[config.mk]
export PLATFORM = sky130hd
export DESIGN_NAME = axis_frame_mux
export DESIGN_NICKNAME = d
export VERILOG_FILES = /design/src/rtl/axis_frame_mux.sv
export SDC_FILE = /design/constraint.sdc
export NUM_CORES = 1
export LEC_CHECK = 0
export ABC_AREA = 1
export CORE_ASPECT_RATIO = 0.5
export CORE_UTILIZATION = 57
export DETAILED_ROUTE_END_ITERATION = 7
export DONT_BUFFER_PORTS = 1
export GPL_TIMING_DRIVEN = 0
export PLACE_DENSITY = 0.8
export REMOVE_ABC_BUFFERS = 1
export SETUP_SLACK_MARGIN = 0.3
export SLEW_MARGIN = 20
export SYNTH_ARGS = -nofsm -noshare
export SYNTH_HDL_FRONTEND = slang
export SYNTH_SLANG_ARGS = --single-unit
[constraint.sdc]
create_clock -name aclk -period 2.8 [get_ports aclk]
set_clock_uncertainty 0.1 [all_clocks]
set_input_delay 0.56 -clock aclk [delete_from_list [all_inputs] [get_ports aclk]]
set_output_delay 0.56 -clock aclk [all_outputs]
set_load 0.05 [all_outputs]
[src/rtl/axis_frame_mux.sv]
// AXI4-Stream N:1 frame-aware multiplexer: channel switches only happen on a
// start-of-frame (tuser) boundary, and the output passes through a 2-entry skid buffer.
module axis_frame_mux #(
    parameter int WIDTH      = 32,
    parameter int NUM_IN     = 2,
    parameter bit DROP_UNSEL = 1'b1,
    localparam int SEL_W     = (NUM_IN > 2) ? $clog2(NUM_IN) : 1
) (
    input  logic                    aclk,
    input  logic                    areset,
    input  logic [SEL_W-1:0]        sel,
    input  logic [NUM_IN*WIDTH-1:0] s_axis_tdata,
    input  logic [NUM_IN-1:0]       s_axis_tvalid,
    input  logic [NUM_IN-1:0]       s_axis_tuser,
    input  logic [NUM_IN-1:0]       s_axis_tlast,
    output logic [NUM_IN-1:0]       s_axis_tready,
    output logic [WIDTH-1:0]        m_axis_tdata,
    output logic                    m_axis_tvalid,
    output logic                    m_axis_tuser,
    output logic                    m_axis_tlast,
    input  logic                    m_axis_tready,
    output logic [SEL_W-1:0]        active_ch,
    output logic [15:0]             frame_cnt
);

    typedef enum logic {
        WAIT_SOF,
        PASS
    } state_t;

    localparam int BEAT_W = WIDTH + 2;
    localparam logic [SEL_W:0] NUM_IN_W = NUM_IN[SEL_W:0];

    state_t            state;
    logic [SEL_W-1:0]  req_ch;
    logic              rdy_en;

    logic [BEAT_W-1:0] buf_mem [2];
    logic              wr_ptr;
    logic              rd_ptr;
    logic [1:0]        buf_cnt;

    logic [WIDTH-1:0]  in_data;
    logic              in_valid;
    logic              in_user;
    logic              in_last;
    logic              sel_ok;
    logic              sof_block;
    logic              act_ready;
    logic              accept;
    logic              push;
    logic              pop;

    always_comb begin
        in_data  = '0;
        in_valid = 1'b0;
        in_user  = 1'b0;
        in_last  = 1'b0;
        for (int unsigned i = 0; i < NUM_IN; i++) begin
            if (active_ch == SEL_W'(i)) begin
                in_data  = s_axis_tdata[i*WIDTH +: WIDTH];
                in_valid = s_axis_tvalid[i];
                in_user  = s_axis_tuser[i];
                in_last  = s_axis_tlast[i];
            end
        end
    end

    assign sel_ok = ({1'b0, sel} < NUM_IN_W);

    // A SOF from the old channel while a different one is requested is held
    // off so that the new channel takes over exactly at the frame boundary.
    assign sof_block = (state == PASS) && in_valid && in_user && (req_ch != active_ch);
    assign act_ready = rdy_en && (buf_cnt != 2'd2) && !sof_block;
    assign accept    = in_valid && act_ready;
    assign push      = accept && ((state == PASS) || in_user);
    assign pop       = (buf_cnt != 2'd0) && m_axis_tready;

    always_comb begin
        s_axis_tready = '0;
        for (int unsigned i = 0; i < NUM_IN; i++) begin
            if (active_ch == SEL_W'(i)) begin
                s_axis_tready[i] = act_ready;
            end else begin
                s_axis_tready[i] = rdy_en && DROP_UNSEL;
            end
        end
    end

    always_ff @(posedge aclk or posedge areset) begin
        if (areset) begin
            state     <= WAIT_SOF;
            active_ch <= '0;
            req_ch    <= '0;
            frame_cnt <= '0;
            rdy_en    <= 1'b0;
        end else begin
            rdy_en <= 1'b1;
            if (sel_ok) begin
                req_ch <= sel;
            end
            case (state)
                WAIT_SOF: begin
                    // Hold the channel on the cycle its SOF is taken so the
                    // rest of that frame comes from the same source.
                    if (accept && in_user) begin
                        state     <= PASS;
                        frame_cnt <= frame_cnt + 16'd1;
                    end else begin
                        active_ch <= req_ch;
                    end
                end
                PASS: begin
                    if (sof_block) begin
                        state     <= WAIT_SOF;
                        active_ch <= req_ch;
                    end else if (accept && in_user) begin
                        frame_cnt <= frame_cnt + 16'd1;
                    end
                end
                default: state <= WAIT_SOF;
            endcase
        end
    end

    always_ff @(posedge aclk or posedge areset) begin
        if (areset) begin
            for (int unsigned i = 0; i < 2; i++) begin
                buf_mem[i] <= '0;
            end
            wr_ptr  <= 1'b0;
            rd_ptr  <= 1'b0;
            buf_cnt <= '0;
        end else begin
            if (push) begin
                buf_mem[wr_ptr] <= {in_user, in_last, in_data};
                wr_ptr          <= ~wr_ptr;
            end
            if (pop) begin
                rd_ptr <= ~rd_ptr;
            end
            case ({push, pop})
                2'b10:   buf_cnt <= buf_cnt + 2'd1;
                2'b01:   buf_cnt <= buf_cnt - 2'd1;
                default: buf_cnt <= buf_cnt;
            endcase
        end
    end

    // Head entry only moves on a pop, which keeps the output stable under stall.
    assign m_axis_tvalid = (buf_cnt != 2'd0);
    assign {m_axis_tuser, m_axis_tlast, m_axis_tdata} = buf_mem[rd_ptr];

endmodule
==> out/results.ini, run 1 <==
[critical_path]
crit_slowest_cell=dfrtp_4
crit_top_cell=inv_1
worstPathArrival_ns=2.56
worst-path-max-fanout=8
slowest_delay_ns=0.50
critPathTopFamily=buffers and inverters
cp_data_required_time_ns=2.91
critical_path_class=reg -> reg
startpoint_type=flop
worstSetupEndpointType=flop
path_cells=buf_12, inv_16, buf_4, nand2_2, inv_1, nor2_1, nand2_1, nand3_4, nand2_8, inv_1, ha_1, a21oi_1, o21ai_1, xor2_1
crit_buf_inv=5

[yosys]
netlist_area_um2=4890
syn_inst=673
synth_area_leaders=dfrtp_1, nand2_1, nand3_1
synth_top_area_cell=dfrtp_1
netlist.area_leader.share=0.470
synth_edf_count=0
seq_area_frac_synth=0.470
yosys_warnings=0
async_flop_share=1.00
avgSynthCellArea_um2=7.27
yosysMostFrequentCell=nand2_1
synth.ff_latch_count=92
yosys-top-cells-count=nand2_1, dfrtp_1, nand3_1
synth_flop_cell=dfrtp_1
yosysUniqueCellTypes=29

[sta]
slew_violations=0
timing.final.ws_setup_ns=0.347
maxSlewHeadroom=0.570
fmax_mhz=408
min_period_ns=2.45
rsz0062_at_grt=yes
period_share=0.876
tightest_slew_ns=0.644
final-hold-violation-count=0
setup_viol=0
hold_slack_ns=0.151
tns_ns=0

[clock_tree]
cts_tree=built
numClockSinks=92
cts_max_path_buffers=2
cts_buffers=9
cts_root_buf=clkbuf_16
clk_latency_ns=0.34
htreeDepth=3
clk_pin_slew_worst_paths_ns=0.06

[route]
post_drt_wl_per_cell_um=15.7
drt-initial-drc-count=342
first_pass_iters=4
drt_wl_total_um=12300
ant_nets=0
drcViolationCount=0
vias=4189
via_per_inst=5.34

[power]
powerDensity_nw_per_um2=1340
pwr-share-clk=0.148
p_comb_frac=0.538
p_int_mw=3.37
p_leak_nw=3.03
switching_share=0.540
power_mw=7.34
irDropWorstVdd_mv=0.578
p_sw_mw=3.97
p_seq_frac=0.315

[die]
die_area_um2=8980
row_count=23
io_pins=128
design.core.area_um2=8170
initial_core_util=0.599
die_x_um=133
die_h_um=67.5

[finish]
final_area_um2=5480
fill_cells=730
final_layout_size_suffix_gt1_frac=0.104
final_util=0.670
n_antenna_cell=0
fin_nets=746
area_delta_synth_final_pct=11.9
stdcell_count=785

[global_route]
grt_util_all_layers=0.290
grt_pass1_vias=3771
grt_pass1_wl_um=19500
gr-total-overflow=0
grt_max_degree=70
antenna_found_initial=0

[run]
drv_cap=0

[place]
gp_routability_congestion=0.752
dp.cells=752
hpwlAfterDp_um=6660
portBuffers=0
dp_slack_ns=-0.963
place_area_um2=4910

[hold_path]
hold_path_class=in -> reg

[outcome]
outcome=complete, no violations

layout make-up:
| cell class | instances | area (um2) | share of cell area |
|---|---|---|---|
| repair inverters | 2 | 17.5 | 0.00320 |
| inverters | 27 | 136 | 0.0249 |
| multi-input cells | 520 | 2370 | 0.433 |
| repair buffers | 18 | 240 | 0.0439 |
| flip-flops and latches | 92 | 2310 | 0.422 |
| clock buffers | 11 | 243 | 0.0443 |
| well taps | 112 | 140 | 0.0256 |
| clock inverters | 3 | 15.0 | 0.00274 |
state kept, by name (all words and copies together), names as in the netlist:
name,flops
buf_mem,68
frame_cnt,16
buf_cnt,2
active_ch,1
rd_ptr,1
rdy_en,1
req_ch,1
state,1
wr_ptr,1
power by group through the flow:
stage	Clock, mW	Combinational [mW]	Sequential [mW]
after floorplan	0	2.76	2.33
after global placement	0	3.16	2.47
after detailed placement	0	3.40	2.37
after CTS	1.11	3.84	2.34
after global routing	1.16	4.28	2.38
final	1.08	3.95	2.31
timing repair:
item,in CTS,in global routing
cloned,6,0
endpoints found under the setup margin,122,41
hold buffers,1,0
buffers inserted,10,2
pin swaps,5,1
hold endpoints to repair,23,0
resized for setup,17,4
final timing paths:
path                             start           end  slack [ns]  cells after the start
setup / recovery             active_ch    buf_cnt[1]        0.35                     14
hold / removal                     sel        req_ch        0.15                      0
setup reg to reg             active_ch    buf_cnt[1]        0.35                     14
hold reg to reg            buf_mem[18]   buf_mem[18]        0.37                      2
max in group asynchronous       areset    buf_mem[5]        1.44                      3
min in group asynchronous       areset  frame_cnt[8]        0.56                      2
per-layer routing:
metal	GRT usage	vias to the layer above	routed length [um]	part of all wire
met1	0.399	1980	5370	0.43
met4	0.0704	0	80	0.0065
met2	0.469	138	5900	0.48
li1	-	2064	-	-
met3	0.0683	7	997	0.081
met5	0	-	0	0
cells in the final DEF, fill, tap and decap left out, drive strengths merged:
cell / instances
o21ai: 6
dfrtp: 92
a21oi: 2
conb: 1
nor3b: 1
bufbuf: 2
inv: 27
ha: 2
nand3: 72
nand4: 3
xor2: 12
xnor2: 5
clkbuf: 11
nor2: 22
dlygate4sd3: 1
buf: 15
nand2: 393
nor3: 1
clkinv: 5
logic make-up after synthesis:
kind of cell / after synthesis / synth area share
AOI/OAI and AO/OA: 8 / 0.00895
xor gates and xnor gates: 17 / 0.0304
adders and majority gates: 2 / 0.00511
buffers and inverters: 63 / 0.0624
DFF: 92 / 0.470
other: 1 / 0.000766
and+or+nand+nor: 490 / 0.422
Note: power is estimated with default switching activity, not from simulation.
==> inputs of run 2 (changes only) <==
CORE_ASPECT_RATIO = unset   (was 0.5)
==> run 2 against run 1 <==
  * First-iteration DRC count is 27% lower
  * Maximum frequency increased by 0.65%
  * Register-to-register slack gained 0.07 ns
  * Critical path depth decreased by 5
  * Critical path type is now reg -> out
  * Critical endpoint is now s_axis_tready[1]
  * Highest routed layer unchanged
==> out/results.ini, run 2 (synthesis results as in run 1) <==
[route]
via_per_inst=5.50
vias=4302
post_drt_wl_per_cell_um=16.5
drcViolationCount=0
drt_wl_total_um=12900
ant_nets=0
drt-initial-drc-count=248
first_pass_iters=4

[sta]
period_share=0.870
slew_violations=0
min_period_ns=2.44
tightest_slew_ns=0.662
tns_ns=0
maxSlewHeadroom=0.559
fmax_mhz=410
final-hold-violation-count=0
setup_viol=0
timing.final.ws_setup_ns=0.363
rsz0062_at_grt=yes

[finish]
reg_top3=buf_mem x68, frame_cnt x16, buf_cnt x2
final_area_um2=5440
top_register=buf_mem
final_layout_size_suffix_gt1_frac=0.114
n_antenna_cell=0
final_util=0.658
mostFrequentLayoutCells=nand2_1, dfrtp_1, nand3_1
largest_register_ffs=68
final_common_cell=nand2_1
area_delta_synth_final_pct=11.1
stdcell_count=782
fin_nets=749

[critical_path]
startpoint_type=flop
worst-path-max-fanout=5
reg2reg_depth=4
r2r_slack_ns=0.42
cp_data_required_time_ns=2.14
critical_path_class=reg -> out
r2r_start=wr_ptr
r2r-end=buf_mem[37]
worstSetupEndpointType=output pin
worstPathArrival_ns=1.78

[place]
portBuffers=0
hpwlAfterDp_um=6950
dp.cells=745
gp_routability_congestion=0.716
dp_slack_ns=-0.922
place_area_um2=4910

[global_route]
antenna_found_initial=0
grt_pass1_vias=4108
grt_pass1_wl_um=19500
grt_max_degree=50
gr-total-overflow=0
grt_util_all_layers=0.287

[run]
drv_cap=0

[power]
powerDensity_nw_per_um2=1320
p_leak_nw=3.00
irDropWorstVdd_mv=0.740

[clock_tree]
numClockSinks=92
cts_root_buf=clkbuf_8
cts_buffers=9
cts_tree=built
htreeDepth=3
clk_latency_ns=0.35
ctsHoldBuffers=0
clk_pin_slew_worst_paths_ns=0.09
cts_max_path_buffers=2

[die]
initial_core_util=0.593
io_pins=128
die_x_um=94.7
die_h_um=94.7
die_area_um2=8960
design.core.area_um2=8260
row_count=33

[hold_path]
hold_path_class=in -> async

[outcome]
outcome=complete, no violations

==> run 2: cell types whose count changed in the layout (fill, tap and decap cells not counted), moves of 3 or more <==
cell        previous run  this run
clkbuf_16              9         3
inv_8                  0         3
clkinvlp_4             0         4
clkbuf_8               1        10
clkinv_2               4         1
==> run 2: stage by stage <==
step / hold WS [ns] / power, mW
2_1_floorplan: 0.342 / 5.09
3_3_place_gp: 0.353 / 5.64
3_5_place_dp: 0.358 / 5.82
4_1_cts: 0.0424 / 6.85
5_1_grt: 0.0609 / 7.65
6_report: 0.0262 / 7.17
==> run 2: cell type report <==
type                       count  area (um2)
fill                         699        2820
multi-input combinational    520        2370
sequential                    92        2310
timing repair buffer          20         274
inverter                      27         139
clock buffer                  10         138
tap                          105         131
clock inverter                 5        38.8
timing repair inverter         3        31.3
==> run 2: routing by layer <==
metal  wire, um  part of all wire  GRT usage
met2       6460              0.50      0.501
met3        937             0.073     0.0491
met1       5280              0.41      0.361
met5          0                 0          0
met4        225             0.017     0.0947
==> run 2: worst max-delay path by stage <==
stage | startpoint | end | slack [ns]
floorplan | active_ch | buf_cnt[1] | -1.05
global placement | active_ch | buf_cnt[1] | -2.07
detailed placement | active_ch | buf_cnt[1] | -0.92
CTS | active_ch | buf_cnt[1] | 0.29
global route | active_ch | s_axis_tready[1] | 0.28
finish | active_ch | s_axis_tready[1] | 0.36
==> run 2: where the power goes <==
group / total, mW / switching [mW] / internal (mW)
Combinational: 4.03 / 3.09 / 0.939
Sequential: 2.33 / 0.490 / 1.84
Clock: 0.809 / 0.465 / 0.343
==> run 2: repair_timing <==
action	CTS	global route
pin swaps	3	5
buffers inserted	5	9
cloned	3	5
setup endpoints to repair	120	40
gates resized for setup	15	9
==> run 2: worst max-delay path, stage by stage, from the launching register on <==
cell	delay (ns)
dfrtp_4	0.52
buf_16	0.20
clkinv_16	0.08
nand2_2	0.04
nand2_2	0.09
nand2_4	0.07
nor2_4	0.13
nor2_4	0.04
inv_2	0.09
o21ai_4	0.14
==> inputs of run 3 (changes only) <==
SETUP_SLACK_MARGIN = unset   (was 0.3)
==> run 3 against run 2 <==
  * Sequential cell count unchanged
  * Global-route usage decreased by 1.1 points
  * Die area unchanged
  * Critical endpoint unchanged
  * Largest power group unchanged
  * Highest routed layer unchanged
==> out/results.ini, run 3 (synthesis results as in run 1) <==
[critical_path]
worstSetupEndpointType=output pin
worst-path-max-fanout=39
startpoint_type=flop
slowest_delay_ns=0.49
reg2reg_depth=13
cp_data_required_time_ns=2.14
critPathTopFamily=simple AND/OR/NAND/NOR gates
crit_slowest_cell=dfrtp_4
crit_buf_inv=3
cp_num_cells=9
path_cells=buf_12, inv_12, nand2_1, nand2_2, nand2_2, nor2_4, nor2_4, inv_1, o21ai_2
critical_path_class=reg -> out
worstPathArrival_ns=2.03

[run]
drv_cap=0

[clock_tree]
numClockSinks=92
cts_max_path_buffers=2
ctsHoldBuffers=0
cts_buffers=9
cts_root_buf=clkbuf_8
cts_tree=built
clk_latency_ns=0.35
htreeDepth=3
clk_pin_slew_worst_paths_ns=0.09

[sta]
tightest_slew_ns=0.661
slew_violations=0
tns_ns=0
setup_viol=0
final-hold-violation-count=0
fmax_mhz=372
maxSlewHeadroom=0.558
period_share=0.961
rsz0062_at_grt=yes
min_period_ns=2.69

[route]
drcViolationCount=0
ant_nets=0
first_pass_iters=4
via_per_inst=5.35
post_drt_wl_per_cell_um=15.0
drt_wl_total_um=11500
vias=4100
drt-initial-drc-count=231

[global_route]
grt_pass1_wl_um=18900
grt_max_degree=50
grt_pass1_vias=4068
grt_util_all_layers=0.276
gr-total-overflow=0
antenna_found_initial=0

[power]
power_mw=6.70
irDropWorstVdd_mv=0.724
powerDensity_nw_per_um2=1290
p_leak_nw=2.88

[finish]
reg_top3=buf_mem x68, frame_cnt x16, buf_cnt x2
top_register=buf_mem
final_common_cell=nand2_1
mostFrequentLayoutCells=nand2_1, dfrtp_1, nand3_1
final_layout_size_suffix_gt1_frac=0.0891
final_area_um2=5190
final_util=0.628
area_delta_synth_final_pct=6.03
multi_input_area_um2=2330
regArea_um2=2310
fill_cells=742
largest_register_ffs=68
fin_nets=734
n_antenna_cell=0

[die]
die_area_um2=8960
die_x_um=94.7
io_pins=128
initial_core_util=0.593
die_h_um=94.7
row_count=33
design.core.area_um2=8260

[place]
gp_routability_congestion=0.716
portBuffers=0
hpwlAfterDp_um=6950
place_area_um2=4910

[hold_path]
hold_path_class=in -> async

[outcome]
outcome=complete, no violations

-- run 3: cell count changes in the layout (fill, tap and decap cells not counted), sizes merged --
| cell | change |
|---|---|
| clkbuf | -3 |
| inv | -3 |
| buf | -9 |
-- run 3: worst paths after layout --
check / from / end / slack (ns)
hold / removal: areset / buf_mem[37] / 0.03
max in group asynchronous: areset / rd_ptr / 1.90
min in group aclk: sel / req_ch / 0.14
setup / recovery: active_ch / s_axis_tready[1] / 0.11
setup reg to reg: active_ch / buf_cnt[1] / 0.26
hold reg to reg: buf_mem[53] / buf_mem[53] / 0.37
-- run 3: where the power goes --
part | switching, mW | leakage (nW) | internal, mW
registers | 0.502 | 1.16 | 1.84
logic | 2.84 | 1.64 | 0.716
clock network | 0.461 | 0.0766 | 0.343
total | 3.80 | 2.88 | 2.90
-- run 3: through the flow --
stage          cells  hold slack (ns)  setup slack [ns]
6_report         767           0.0321             0.109
2_1_floorplan    637            0.342             -1.05
5_1_grt          767           0.0615           -0.0390
3_5_place_dp     745            0.358            -0.922
4_1_cts          764           0.0424             0.115
3_3_place_gp     742            0.353             -2.07
-- run 3: cell type report --
cell class                      instances  share of cell area
Clock inverter                          5             0.00748
Multi-Input combinational cell        520               0.450
Inverter                               27              0.0236
Sequential cell                        92               0.445
Timing Repair Buffer                    8              0.0217
Tap cell                              105              0.0253
Clock buffer                           10              0.0265
-- run 3: repair_timing --
item | in CTS | in global routing
pin swaps | 1 | 0
resized for setup | 11 | 0
setup endpoints to repair | 107 | 3
cloned | 2 | 0
setup buffers | 2 | 3
hold endpoints to repair | 0 | 0
-- run 3: routing by layer --
| layer | vias to the layer above | wire [um] | global-route usage | share of wire |
|---|---|---|---|---|
| met5 | - | 0 | 0 | 0 |
| met4 | 0 | 155 | 0.0934 | 0.013 |
| met3 | 15 | 732 | 0.0467 | 0.063 |
| met2 | 139 | 5820 | 0.483 | 0.50 |
| met1 | 1913 | 4830 | 0.344 | 0.42 |
| li1 | 2033 | - | - | - |
